==> src/rtl/ext_imm_unit_pkg.sv <==
// Shared encodings, FSM state type and latency helper for the immediate extender.
package ext_imm_pkg;

  localparam logic [1:0] IMM_DP  = 2'b00;
  localparam logic [1:0] IMM_MEM = 2'b01;
  localparam logic [1:0] IMM_BR  = 2'b10;
  localparam logic [1:0] IMM_RSV = 2'b11;

  typedef enum logic [1:0] {
    IDLE = 2'd0,
    ROT  = 2'd1,
    DONE = 2'd2
  } state_t;

  // Number of ROT cycles needed to rotate by 2*rot with the given step size.
  function automatic int rot_cycles(input logic [3:0] rot, input int step);
    return (2 * int'(rot) + step - 1) / step;
  endfunction

endpackage

==> src/rtl/ext_imm_unit_if.sv <==
// Request/response handshake bundle between decode, the extender and the ALU B mux.
interface ext_imm_unit_if #(
  parameter int DATA_W = 32,
  parameter int IMM_W  = 24
);
  logic              in_valid;
  logic              in_ready;
  logic [1:0]        imm_src;
  logic [IMM_W-1:0]  imm;
  logic              carry_in;
  logic              out_valid;
  logic              out_ready;
  logic [DATA_W-1:0] ext_imm;
  logic              carry_out;
  logic              mode_err;

  modport master (
    output in_valid, imm_src, imm, carry_in, out_ready,
    input  in_ready, out_valid, ext_imm, carry_out, mode_err
  );

  modport slave (
    input  in_valid, imm_src, imm, carry_in, out_ready,
    output in_ready, out_valid, ext_imm, carry_out, mode_err
  );
endinterface

==> src/rtl/ext_imm_unit_ror_step.sv <==
// Combinational rotate-right of a DATA_W word by 0..ROT_STEP bits.
module ror_step #(
  parameter int DATA_W   = 32,
  parameter int ROT_STEP = 2,
  parameter int AW       = $clog2(ROT_STEP + 1)
) (
  input  logic [DATA_W-1:0] din,
  input  logic [AW-1:0]     amt,
  output logic [DATA_W-1:0] dout
);

  logic [DATA_W-1:0] cand [ROT_STEP+1];

  assign cand[0] = din;

  for (genvar i = 1; i <= ROT_STEP; i++) begin : g_rot
    assign cand[i] = {din[i-1:0], din[DATA_W-1:i]};
  end

  // Select the candidate rotation; amounts above ROT_STEP never occur but fall back to no rotation.
  always_comb begin
    dout = din;
    if (int'(amt) <= ROT_STEP) dout = cand[amt];
  end

endmodule

==> src/rtl/ext_imm_unit.sv <==
// Handshaked immediate extender: MEM/BR/reserved modes finish in one cycle,
// DP rotated immediates are rotated ROT_STEP bits per cycle in the ROT state.
//
// state | meaning
// IDLE  | ready for a request
// ROT   | rotating the DP imm8, rem bits still to go
// DONE  | result presented, waiting for out_ready
module ext_imm_unit
  import ext_imm_pkg::*;
#(
  parameter int DATA_W   = 32,
  parameter int IMM_W    = 24,
  parameter int ROT_STEP = 2
) (
  input  logic         clk,
  input  logic         rst_n,
  input  logic         flush,
  output logic         busy,
  ext_imm_unit_if.slave bus
);

  localparam int AW = $clog2(ROT_STEP + 1);

  state_t            state;
  logic [DATA_W-1:0] res;
  logic [DATA_W-1:0] rot_out;
  logic [4:0]        rem;
  logic [AW-1:0]     step;
  logic              carry_r;
  logic              err_r;

  assign step = (rem >= 5'(ROT_STEP)) ? AW'(ROT_STEP) : rem[AW-1:0];

  ror_step #(.DATA_W(DATA_W), .ROT_STEP(ROT_STEP), .AW(AW)) u_ror (
    .din  (res),
    .amt  (step),
    .dout (rot_out)
  );

  assign bus.in_ready  = (state == IDLE) && !flush;
  assign bus.out_valid = (state == DONE);
  assign bus.ext_imm   = res;
  assign bus.carry_out = carry_r;
  assign bus.mode_err  = err_r;
  assign busy          = (state != IDLE);

  // Main FSM: accept, iterative rotate, hold result until consumed; flush aborts.
  always_ff @(posedge clk or negedge rst_n) begin
    if (!rst_n) begin
      state   <= IDLE;
      res     <= '0;
      rem     <= '0;
      carry_r <= 1'b0;
      err_r   <= 1'b0;
    end else if (flush) begin
      state <= IDLE;
      rem   <= '0;
    end else begin
      unique case (state)
        IDLE: begin
          if (bus.in_valid) begin
            carry_r <= bus.carry_in;
            err_r   <= 1'b0;
            state   <= DONE;
            unique case (bus.imm_src)
              IMM_MEM: res <= {{(DATA_W-12){1'b0}}, bus.imm[11:0]};
              IMM_BR:  res <= {{(DATA_W-IMM_W-2){bus.imm[IMM_W-1]}}, bus.imm, 2'b00};
              IMM_RSV: begin
                res   <= '0;
                err_r <= 1'b1;
              end
              default: begin
                res <= {{(DATA_W-8){1'b0}}, bus.imm[7:0]};
                rem <= {bus.imm[11:8], 1'b0};
                if (bus.imm[11:8] != 4'd0) state <= ROT;
              end
            endcase
          end
        end
        ROT: begin
          res <= rot_out;
          rem <= rem - 5'(step);
          if (rem == 5'(step)) begin
            state   <= DONE;
            carry_r <= rot_out[DATA_W-1];
          end
        end
        DONE: begin
          if (bus.out_ready) state <= IDLE;
        end
        default: state <= IDLE;
      endcase
    end
  end

endmodule

==> src/flat_wrapper.sv <==
// flat-port wrapper written by rule: the top's interface ports become plain ports
module ext_imm_unit_flat import ext_imm_pkg::*;
#(
  parameter int DATA_W   = 32,
  parameter int IMM_W    = 24,
  parameter int ROT_STEP = 2
)
  (clk, rst_n, flush, busy, bus_in_valid, bus_imm_src, bus_imm, bus_carry_in, bus_out_ready, bus_in_ready, bus_out_valid, bus_ext_imm, bus_carry_out, bus_mode_err);
  ext_imm_unit_if #(.DATA_W(DATA_W), .IMM_W(IMM_W)) bus_i ();
  input  logic clk;
  input  logic rst_n;
  input  logic flush;
  output logic busy;
  input wire logic [$bits(bus_i.in_valid)-1:0] bus_in_valid;
  input wire logic [$bits(bus_i.imm_src)-1:0] bus_imm_src;
  input wire logic [$bits(bus_i.imm)-1:0] bus_imm;
  input wire logic [$bits(bus_i.carry_in)-1:0] bus_carry_in;
  input wire logic [$bits(bus_i.out_ready)-1:0] bus_out_ready;
  output wire logic [$bits(bus_i.in_ready)-1:0] bus_in_ready;
  output wire logic [$bits(bus_i.out_valid)-1:0] bus_out_valid;
  output wire logic [$bits(bus_i.ext_imm)-1:0] bus_ext_imm;
  output wire logic [$bits(bus_i.carry_out)-1:0] bus_carry_out;
  output wire logic [$bits(bus_i.mode_err)-1:0] bus_mode_err;
  assign bus_i.in_valid = bus_in_valid;
  assign bus_i.imm_src = bus_imm_src;
  assign bus_i.imm = bus_imm;
  assign bus_i.carry_in = bus_carry_in;
  assign bus_i.out_ready = bus_out_ready;
  assign bus_in_ready = bus_i.in_ready;
  assign bus_out_valid = bus_i.out_valid;
  assign bus_ext_imm = bus_i.ext_imm;
  assign bus_carry_out = bus_i.carry_out;
  assign bus_mode_err = bus_i.mode_err;
  ext_imm_unit #(.DATA_W(DATA_W), .IMM_W(IMM_W), .ROT_STEP(ROT_STEP)) u_core (.clk(clk), .rst_n(rst_n), .flush(flush), .busy(busy), .bus(bus_i));
endmodule
==> config.mk <==
export PLATFORM = sky130hd
export DESIGN_NAME = ext_imm_unit_flat
export DESIGN_NICKNAME = d
export VERILOG_FILES = /design/src/rtl/ext_imm_unit_pkg.sv /design/src/rtl/ext_imm_unit_if.sv /design/src/rtl/ext_imm_unit_ror_step.sv /design/src/rtl/ext_imm_unit.sv /design/src/flat_wrapper.sv
export SDC_FILE = /design/constraint.sdc
export NUM_CORES = 1
export LEC_CHECK = 0
export ABC_CLOCK_PERIOD_IN_PS = 3300
export BUFFER_PORTS_ARGS = -buffer_cell sky130_fd_sc_hd__buf_2
export CORE_MARGIN = 3
export CORE_UTILIZATION = 54
export CTS_CLUSTER_SIZE = 12
export DETAILED_ROUTE_END_ITERATION = 12
export PLACE_DENSITY_LB_ADDON = 0.12
export SYNTH_ARGS = -nofsm -noshare
export SYNTH_HDL_FRONTEND = slang
export SYNTH_SLANG_ARGS = --single-unit
==> constraint.sdc <==
create_clock -name clk -period 3.3 [get_ports clk]
set_input_delay 0.66 -clock clk [delete_from_list [all_inputs] [get_ports clk]]
set_output_delay 0.66 -clock clk [all_outputs]
set_load 0.01 [all_outputs]
== Word-level counts from Yosys, hierarchy flattened ==
Index checks and enable logic that the tools add are counted.
Storage, ports and cells
  flip-flop bits (word level): 41
  bits of input ports: 32
  output and inout port bits: 37
  memories kept: 0
  logic and storage cells: 62
  memory bits (read-only): 0
  bits in latches: 0
  bits in writable memories: 0
Cells by class
  div/mod/pow operators: 0
  multipliers: 0
  eq/ne operators: 13
  shift operators: 0
  $add $sub $neg: 1
  magnitude comparators: 3
  reductions and logical operators: 14
  bitwise gates (word level): 2
  multiplexer cells: 23
Operators by type and width (number)
  $mux W32: 4
  $pmux W32 S3: 1
  $bmux W32 S2: 1
  $pmux W32 S2: 1
  $mux W5: 3
  $mux W2: 7
  $reduce_and A3 Y1: 4
  $pmux W5 S2: 1
  $ne A3 B3 Y1 const B: 3
  $reduce_and A4 Y1: 2
  $eq A2 B2 Y1 const B: 3
  $pmux W2 S3: 1
  $eq A5 B2 Y1: 1
  $ge A5 B2 Y1 const B: 1
  $sub A5 B2 Y5: 1
  $eq A2 B1 Y1 const B: 2
  $ne A2 B2 Y1 const B: 2
  $reduce_bool A2 Y1: 2
  $reduce_bool A4 Y1: 1
  $ge A3 B3 Y1 const B: 1
  $mux W1: 3
  $ne A3 B2 Y1 const B: 1
  $not A2 Y3: 1
  $reduce_bool A3 Y1: 1
  other kinds (8): 8

== Longest topological paths before layout ==
Gate-level depths: netlist of the first run.
  depth in word-level cells: 9
  gate-level depth with buffers: 6
  depth with buffers taken out: 6

== Hierarchy ==
Synthesis of the first run repeated with hierarchy kept, for this count alone.
Second synthesis, totals
  cells, all modules: 339
  area, all modules: 3273.1 µm²
Modules (own cells, without submodules)
  ext_imm_unit: cells an instance 232, seq. area each 1026.0 µm², times used 1, area each 2190.9 µm²
  ror_step: cells an instance 107, seq. area each 0.0 µm², times used 1, area each 1082.3 µm²

== Least setup slack after synthesis of the first run ==
OpenSTA, ideal clock, no wires.
  kind: input to register
  start point: in flush
  end point: reg u_core.res[12] (netlist: u_core.bus.ext_imm[12])
  arrival: 1840 ps
  buffers on the path: 2
  slack: 1383 ps
  setup time: 77 ps
  stages: 6
  data required time: 3223 ps
  cell sequence: clkbuf_1 -> nor2_1 -> o311a_1 -> clkbuf_1 -> nor2_1 -> a21oi_1
On the way
  word-level cells in the longest chain between the ends: 2
Ends and longest elaborated chain
  start: declaration: line flat_wrapper.sv:12  | input logic flush;
  $not A1 Y1 (no line)
  $reduce_and A4 Y1 (no line)
  end signal: assignment: line ext_imm_unit.sv:66  | IMM_MEM: res <= {{(DATA_W-12){1'b0}}, bus.imm[11:0]};
  end signal: assignment: line ext_imm_unit.sv:67  | IMM_BR: res <= {{(DATA_W-IMM_W-2){bus.imm[IMM_W-1]}}, bus.imm, 2'b00};
  end signal: assignment: line ext_imm_unit.sv:73  | res <= {{(DATA_W-8){1'b0}}, bus.imm[7:0]};
  end: declaration: line ext_imm_unit.sv:25  | logic [DATA_W-1:0] res;
Every way passes these cells.
A chain may end at the register's enable or synchronous reset.

== Worst setup path in the final report of the first run ==
  start point: reg u_core.rem[1]
  end point: reg u_core.res[17] (netlist: u_core.bus.ext_imm[17])
On the way
  word-level cells in the longest chain between the ends: 8
  elaborated cells between the ends (all ways): 11
  classes of those cells: order compare (2); eq/ne (1); mux (6); bitwise (1); reduce/logical (1)
Ends and longest elaborated chain
  start: declaration: line ext_imm_unit.sv:27  | logic [4:0] rem;
  start signal: assignment: line ext_imm_unit.sv:74  | rem <= {bus.imm[11:8], 1'b0};
  start signal: assignment: line ext_imm_unit.sv:82  | rem <= rem - 5'(step);
  $ge A5 B2 Y1: line ext_imm_unit.sv:32  | assign step = (rem >= 5'(ROT_STEP)) ? AW'(ROT_STEP) : rem[AW-1:0];
  $mux W2 *: line ext_imm_unit.sv:32
  $not A2 Y3 (not written as such): line ext_imm_unit_ror_step.sv:23  | if (int'(amt) <= ROT_STEP) dout = cand[amt];
  $bmux W32 S2: line ext_imm_unit_ror_step.sv:23
  $mux W32 (not written as such) (2 in a row): line ext_imm_unit_ror_step.sv:23
  $mux W32: line ext_imm_unit_ror_step.sv:23
  $pmux W32 S2: line ext_imm_unit.sv:59  | unique case (state)
Every way passes the cells marked *; elsewhere a longest branch is shown, timed or not. The select of a mux whose other input is x is not followed.

==> summary.md, run 1 <==
The area added between synthesis and finish works out to 20.0%. Setup repair after global routing left no endpoint under its margin. The first TritonRoute pass finished after 4 iterations. The data arrival time of the critical path is 2510 ps, and the die outline height is 74.1 um.

The tools report the via count of the first global-routing pass as 2,297. The first global-routing pass estimated 11,000 um of wire. The post-CTS clock slew at the launch and capture registers of the worst setup and hold paths came out at 80 ps. The initial cell density of the core was 56.7%; the proportion of synthesized flip-flops having asynchronous set or reset was 100%. Synthesis produced a netlist with a net count of 333. The post-route clock period utilization is 69.4%.

The total number of vias was 2,547; the count of unresolved DRC violations after routing was 0. Clock latency on the worst-skew pair, taken at its later pin, is 310 ps. The commonest cells after synthesis are dfrtp_1 (41), a21oi_1 (39), nand2_1 (35), nand3_1 (23), clkbuf_1 (22). The floorplan step set the die width to 74.1 um.

The flip-flop and latch count after synthesis works out to 41. Sorting the synthesized cells by area gives the leading types as dfrtp_1 (41%), a21oi_1 (7.8%), nand2_1 (5.3%). The longest clock path from root to sink contains 2 buffers. The H-tree depth reported by CTS was 2; the routability congestion estimate from global placement was 0.848. The I/O pin count is 69, and the cell count after placement is 402. At the pin with the least slew margin, the transition time is 922 ps. The worst path in the final design needs a cycle of 2290 ps, including I/O delays and setup. The HPWL after detailed placement is 4620 um.

Of the total power, registers draw 43.3%. The tools report the final standard cell count with taps included and fillers excluded as 410. The cell type contributing the most total cell area after synthesis was dfrtp_1. For this run the aggregate overflow at the end of global routing stands at 0. In the synthesized netlist the dominant register cell turns out to be dfrtp_1. Among the stages of the critical path, the cell type that occurs most often is a21oi_1. Entering global routing, the biggest net connects 42 pins. The count of buffer and inverter cells on the critical path is 1. Data on the critical path is required at its endpoint by 3520 ps. Global routing used 25.4% of the available tracks. At the placement stage, the worst setup path has a slack of 1020 ps.

Dividing the detail-routed via count by the number of cells gives 6.21. The internal power of the cells totals 1.05 mW. Max-cap violations in this run came to 0. The tools report the number of design-rule violations left by the first detailed-router iteration as 263. The run gives 0 as the final-report hold violation count. In this run, CTS created clock tree buffers numbering 5.

The initial antenna violation count was 0; the post-CTS setup-driven buffer insertion count was 0. The largest driver fanout on the critical path is 17, and the worst clock skew on the final layout is 16.2 ps. The run gives 68.0% as the utilization after layout. Clock tree synthesis selected as its root buffer the cell clkbuf_8. Number of nets in the final layout: 390.

The clock network accounts for 30.9% of the total power. The tools report the maximum resistive drop on vdd as 0.274 mV. The floorplan step defined a die boundary enclosing 0.00548 mm2. The number of antenna-violating nets in the routed design came out at 0.

The cell with the most instances after synthesis was dfrtp_1. The run finished with clean final reports. For this design the ratio of total power to cell area is 524 mW/mm2. The slowest cell on the critical path is or4_1. For this run, the register share of the synthesized area comes to 41.0%. In this run, post-CTS hold repair placed 0 buffers. The critical path goes through or4_1 > o311ai_4 > buf_4 > a21oi_1 > a21oi_1. The CTS sink count was 41. The normalized max-slew margin is 38.5%. After detailed routing, the total wire length is 6760 um. The share of cells above drive strength 1 came out at 25.1%. Combinational logic burns 25.8% of the power. The worst setup path is launched from a flip-flop. In this design, the stage delay of the slowest critical-path cell is 620 ps.

The total of buffers placed on input and output ports was 68; the number of antenna cells inserted was 0. The analysis attributes to cell leakage a power of 1.36 nW. In the final timing run, aggregate negative setup slack is 0 ps. The floorplan has 24 rows.

TritonCTS built the clock tree. After detailed routing, the average wire length per cell comes to 16.5 um. The run gives 0 as the final count of pins violating max slew. Proportion of total power due to net switching: 33.0%. By startpoint and endpoint, the worst setup path is classified as flip-flop to flip-flop. STA classifies the critical path endpoint as a flip-flop. Yosys printed 0 warnings. Overall power consumption after layout is estimated at 1.57 mW. The portion of synthesized cell area occupied by the leading cell type was 41.0%; the total core area was 0.00441 mm2. Count of cells resized by post-cts repair: 0. Synthesis instantiated 38 different standard cells from the library.

In this run, synthesis inferred 0 flip-flops with an integrated enable. The number of setup violations in the final report was 0. The run gives 437 MHz as the maximum achievable frequency. Net switching power: 520 uW. For the worst setup margin, the log shows 1010 ps. A synthesized cell averages 8.34 um2.

In this run the cell area of the synthesized design comes to 0.00250 mm2. The gate family responsible for the most delay along the worst path was compound AO/OA/AOI/OAI gates. The worst hold path belongs to the class flip-flop to flip-flop. After technology mapping, the gate count stands at 300.
-- path summary, 6_finish.rpt --
check,from,end,slack (ps),cells after the start
min reg2reg,u_core.bus.mode_err,u_core.bus.mode_err,480,2
max in group asynchronous,rst_n,u_core.bus.carry_out,2230,1
min,u_core.bus.mode_err,u_core.bus.mode_err,480,2
max,u_core.rem[1],u_core.bus.ext_imm[17],1010,5
max reg2reg,u_core.rem[1],u_core.bus.ext_imm[17],1010,5
min in group asynchronous,rst_n,u_core.bus.ext_imm[28],490,1
-- metal layers --
layer | up-vias | GRT usage (%) | wire length [um]
met1 | 1193 | 36.0 | 2960
met4 | 0 | 7.44 | 91
met5 | - | 0 | 0
met3 | 10 | 4.86 | 536
met2 | 114 | 39.4 | 3170
li1 | 1230 | - | -
-- through the flow --
stage	instance area (um2)	hold slack (ps)
2_1_floorplan	2500	364
3_3_place_gp	2870	467
3_5_place_dp	2870	476
4_1_cts	3000	493
5_1_grt	3000	546
6_report	3000	485
-- power by group through the flow --
stage	Clock [mW]	Combinational, mW	Sequential [mW]
2_1_floorplan	0	0.201	0.709
3_3_place_gp	0	0.400	0.688
3_5_place_dp	0	0.407	0.688
4_1_cts	0.491	0.409	0.679
5_1_grt	0.510	0.453	0.693
6_report	0.487	0.407	0.681
-- placed cells by master (no fill, tap or decap), types with 3 or more instances in the layout --
| cell | n |
|---|---|
| nor2_1 | 21 |
| dfrtp_1 | 41 |
| buf_2 | 68 |
| buf_4 | 8 |
| a22oi_1 | 4 |
| inv_1 | 4 |
| and3_1 | 14 |
| or2_2 | 3 |
| a211oi_1 | 10 |
| nand3_1 | 23 |
| nand2_1 | 35 |
| nor2b_1 | 6 |
| o21ai_0 | 5 |
| a22o_1 | 5 |
| a21o_1 | 13 |
| o31ai_1 | 13 |
| a21oi_1 | 39 |
| clkbuf_8 | 5 |
| nor3_1 | 5 |
| a221oi_1 | 10 |
-- registers in the layout, summed over array words and instances (netlist names) --
name,cells
u_core.bus.carry_out,1
u_core.bus.ext_imm,32
u_core.bus.mode_err,1
u_core.rem,5
u_core.state,2
-- cell families (layout without fill, tap and decap cells) --
kind of cell             Yosys count  after routing  share of synthesized area [%]
multiplexers                       1              1                          0.400
other                              1              1                          0.150
adder cells (fa/ha/maj)            1              1                          0.500
buffers and inverters             30             88                           4.90
flip-flops                        41             41                           41.0
AND/OR/NAND/NOR                  116            116                           22.6
AO/OA/AOI/OAI                    110            110                           30.5
-- layout make-up --
| type | instances | area, um2 |
|---|---|---|
| timing repair buffer | 76 | 400 |
| fill | 368 | 1410 |
| multi-input combinational | 229 | 1360 |
| inverter | 4 | 15.0 |
| clock buffer | 5 | 68.8 |
| tap | 52 | 65.1 |
| clock inverter | 3 | 65.1 |
| sequential | 41 | 1030 |
-- worst min-delay path, delay by kind of cell (launching register included) --
family          cells  cell delay, ps
simple gates        1              40
flops               1             350
compound gates      1              60
Note: power is estimated with default switching activity, not from simulation.
==> run 2: changes to the inputs <==
ABC_AREA = 1   (was not set)
ABC_CLOCK_PERIOD_IN_PS = 2350   (was 3300)
CORE_UTILIZATION = 53   (was 54)
clock period = 2.35 ns   (was 3.3 ns; I/O delays follow)
==> run 2 against run 1 <==
Against the previous run: synthesized cell count is 45% higher; non-clock buffer count fell by 1; clock power shrank 8.4%; worst setup slack worse by 490 ps; register-to-register slack got worse by 490 ps; global-route usage is 0.85 points lower; clock-buffer cell count up 3; combinational power rose by 45%; core utilization is 2.3 points lower; wire length is 2.9% higher; via count increased by 15%; critical endpoint is now u_core.bus.ext_imm[30]; largest power group unchanged.
==> summary.md, run 2 <==
The area added between synthesis and finish is 17.8% (was 20.0%), and the count of unresolved DRC violations after routing is 0 (unchanged). For the quantity of hold-fixing buffers added after cts, the log shows 0 (unchanged). Synth top area cells: dfrtp_1 (38%), nand2_1 (28%), nand3_1 (6.9%) (was dfrtp_1 (41%), a21oi_1 (7.8%), nand2_1 (5.3%)).

The slowest cell on the critical path was buf_4 (was or4_1). The cell with the most instances after synthesis was nand2_1 (was dfrtp_1). The critical setup path kind is flip-flop to flip-flop (unchanged). The total number of vias is 2,923 (was 2,547). The power density over cell area was 619 mW/mm2 (was 524 mW/mm2); the worst-skew pair later-pin latency was 290 ps (was 310 ps). The portion of synthesized cell area occupied by the leading cell type was 38.2% (was 41.0%); the synthesized cell area was 0.00269 mm2 (was 0.00250 mm2). The total iterations of the first detailed-routing run was 4 (unchanged); the maximum achievable frequency was 547 MHz (was 437 MHz).

The maximum single-stage delay on the critical path is 480 ps (was 620 ps), and the post-synthesis area per instance is 6.18 um2 (was 8.34 um2). Combinational family with the most area after synthesis: simple AND/OR/NAND/NOR gates (was compound AO/OA/AOI/OAI gates). The final count of pins violating max slew came out at 0 (unchanged). The area share of xor/xnor cells in the synthesized design was 0% (unchanged); the number of setup violations in the final report was 0 (unchanged). The mean number of vias per cell works out to 5.17 (was 6.21). The number of core rows was 25 (was 24). The busiest metal layer after global routing was met2 (unchanged). Met1 usage in global routing: 32.1% (was 36.0%). The fraction of the mapped netlist area in adder cells is 0.465% (was 0.500%). The run finished with clean final reports. Type of the worst min-delay path: primary input to asynchronous set/reset pin (was flip-flop to flip-flop). The count of buffer and inverter cells on the critical path was 1 (unchanged). The tools report the total half-perimeter wirelength after legalization and detailed placement as 4900 um (was 4620 um). The leakage power was 1.80 nW (was 1.36 nW); the post-CTS clock slew at the launch and capture registers of the worst setup and hold paths was 70 ps (was 80 ps). The tools report the reg-to-reg startpoint as u_core.state[0] (was u_core.rem[1]).

For the count of warnings emitted by yosys, the log shows 0 (unchanged). The setup TNS was 0 ps (unchanged); the overall die area was 0.00596 mm2 (was 0.00548 mm2). Setup repair after global routing left no endpoint under its margin. Time the final worst path needs with I/O delays and setup: 1830 ps (was 2290 ps).

The final standard cell count with taps included and fillers excluded is 565 (was 410), and the net count of the mapped netlist is 468 (was 333). The run gives 6960 um (was 6760 um) as the wire length reported by the detailed router. The critical register-to-register path endpoint was u_core.bus.ext_imm[30] (was u_core.bus.ext_imm[17]). The logs give 140 (was 263) for the number of design-rule violations left by the first detailed-router iteration and 5 (unchanged) for the clock buffer count from CTS.

The run gives 2580 ps (was 3520 ps) as the data required time at the worst endpoint. The tools report the wire length of the first global-routing pass as 12,200 um (was 11,000 um). The number of enable flip-flop cells after synthesis came out at 0 (unchanged). The multiplexer share of the synthesized area works out to 0% (was 0.400%). The I/O pin count was 69 (unchanged). The element type at the critical path start is a flip-flop (unchanged).

The flip-flop and latch count after synthesis was 41 (unchanged). The total core area was 0.00482 mm2 (was 0.00441 mm2). Most frequent cells after synthesis: nand2_1 (201), dfrtp_1 (41), nor2_1 (41), nand3_1 (37), a21oi_1 (33) (was dfrtp_1 (41), a21oi_1 (39), nand2_1 (35), nand3_1 (23), clkbuf_1 (22)).

The final-report hold violation count was 0 (unchanged); the post-detailed-route wirelength per cell was 12.3 um (was 16.5 um). Commonest non-fill, non-tap cell in the layout: nand2_1 (was buf_2). The maximum number of pins on one net before global-route repair came out at 63 (was 42). The logs give 520 ps (was 1010 ps) for the worst reg-to-reg setup slack and 474 (was 368) for the layout filler cell count. The largest driver fanout on the critical path was 62 (was 17).

The count of cells resized by post-cts repair is 0 (unchanged), and the initial antenna violation count is 0 (unchanged). Most frequent cells in the layout: nand2_1 (201), buf_2 (68), nor2_1 (41), dfrtp_1 (41), nand3_1 (37) (was buf_2 (68), dfrtp_1 (41), a21oi_1 (39)). The maximum clock insertion buffer count came out at 2 (unchanged).

The run gives 557 (was 402) as the cell count after placement. The run gives 2,765 (was 2,297) as the via count of the first global-routing pass. The endpoint type of the worst setup path is a flip-flop (unchanged). For the worst hold slack, the log shows 137 ps (was 485 ps).

For the total global routing overflow, the log shows 0 (unchanged). H-tree depth reported by CTS: 2 (unchanged). Distinct cell type count after synthesis: 23 (was 38). The met2 track demand over resource in global routing came out at 41.7% (was 39.4%).

The tools report the worst clock skew on the final layout as 6.84 ps (was 16.2 ps). Cells along the critical path: nand2_2 > buf_4 > nand3_1 > nand3_1 > nand2_1 > nand2_1 (was or4_1 > o311ai_4 > buf_4 > a21oi_1 > a21oi_1). The synthesized netlist cell count was 435 (was 300). The chip width was 77.2 um (was 74.1 um).

The proportion of synthesized flip-flops having asynchronous set or reset was 100% (unchanged). The CTS sink count is 41 (unchanged). The simple logic cell fraction of the synthesized area is 42.9% (was 22.6%). The total of buffers placed on input and output ports was 68 (unchanged); the data arrival time of the critical path was 2060 ps (was 2510 ps).

The maximum resistive drop on vdd is 0.342 mV (was 0.274 mV), and the post-route clock period utilization is 77.9% (was 69.4%). The max capacitance violation total is 0 (unchanged). The transition at the pin with the smallest max-transition slack is 893 ps (was 922 ps). The sequential share of the synthesized area was 38.2% (was 41.0%). The number of nets in the final layout was 530 (was 390). The buffer type at the clock tree root is clkbuf_8 (unchanged). The share of cells above drive strength 1 is 17.9% (was 25.1%), and the initial cell density of the core is 55.8% (was 56.7%).

For the register area, the log shows 0.00103 mm2 (unchanged). The number of antenna-violating nets in the routed design is 0 (unchanged), and the worst-case reg-to-reg path depth is 6 (was 5). For the overall track demand over capacity in global routing, the log shows 24.5% (was 25.4%).

TritonCTS built the clock tree. The tools report the post-CTS setup-driven buffer insertion count as 0 (unchanged). The die outline height is 77.2 um (was 74.1 um). The routability congestion estimate from global placement is 0.866 (was 0.848). Met3 usage in global routing: 3.40% (was 4.86%). The run gives 40.4% (was 38.5%) as the normalized max-slew margin. The cell type contributing the most total cell area after synthesis is dfrtp_1 (unchanged). Predominant post-synthesis flop cell: dfrtp_1 (unchanged). The flip-flop count of the largest register after layout was 32 (unchanged); the combined area of the multi-input logic cells was 0.00144 mm2 (was 0.00136 mm2).

The compound-gate portion of the synthesized area came out at 10.2% (was 30.5%). The gate family responsible for the most delay along the worst path is simple AND/OR/NAND/NOR gates (was compound AO/OA/AOI/OAI gates). The number of antenna cells inserted was 0 (unchanged).
[run 2: cell types whose count changed after synthesis, moves of 14 or more]
cell	change
clkbuf_1	-20
inv_1	+24
and3_1	-14
nand2_1	+166
nand3_1	+14
nor2_1	+20
[run 2: area by class of cell]
type,instances,area share (%)
clock buffers,8,2.53
flip-flops and latches,41,32.4
multi-input cells,343,45.6
well taps,67,2.65
inverters,31,3.67
repair buffers,75,13.2
[run 2: logic make-up (layout without fill, tap and decap cells)]
family                   Yosys count  in the layout
buffers and inverters             51            114
other                              1              1
AND/OR/NAND/NOR                  288            288
AO/OA/AOI/OAI                     53             53
adder cells (fa/ha/maj)            1              1
flip-flops                        41             41
[run 2: how the worst max path moves through the flow]
| stage | from | endpoint | slack, ps | depth (start not counted) |
|---|---|---|---|---|
| after global placement | flush | u_core.bus.ext_imm[14] | 490 | 6 |
| after global routing | u_core.state[0] | u_core.bus.ext_imm[30] | 310 | 6 |
| after CTS | u_core.state[0] | u_core.bus.ext_imm[30] | 510 | 6 |
| final | u_core.state[0] | u_core.bus.ext_imm[30] | 520 | 6 |
| after detailed placement | bus_in_valid | u_core.bus.ext_imm[13] | 460 | 7 |
| after floorplan | u_core.rem[2] | u_core.rem[4] | 960 | 9 |
[run 2: worst reg2reg max path, stage by stage (launching register included)]
cell and delay, ps:
dfrtp_1 420, nand2_2 100, buf_4 480, nand3_1 410, nand3_1 200, nand2_1 70
nand2_1 90
[run 2: through the flow]
| step | area (um2) | util, % | setup slack [ps] | power [mW] |
|---|---|---|---|---|
| 2_1_floorplan | 2690 | - | 961 | 1.28 |
| 3_3_place_gp | 3090 | 64.1 | 490 | 1.52 |
| 3_5_place_dp | 3090 | 64.1 | 457 | 1.53 |
| 4_1_cts | 3170 | 65.7 | 514 | 1.97 |
| 5_1_grt | 3170 | 65.7 | 308 | 2.09 |
| 6_report | 3170 | 65.7 | 520 | 1.96 |
[run 2: per-layer routing]
layer  part of all wire, %  up-vias
met5                     0        -
met4                   1.3        0
met3                   6.8        9
met2                    48      101
met1                    43     1332
li1                      -     1481
[run 2: power breakdown]
part,internal [mW],switching (mW)
combinational,0.214,0.375
clock,0.211,0.235
sequential,0.813,0.112
total,1.24,0.722
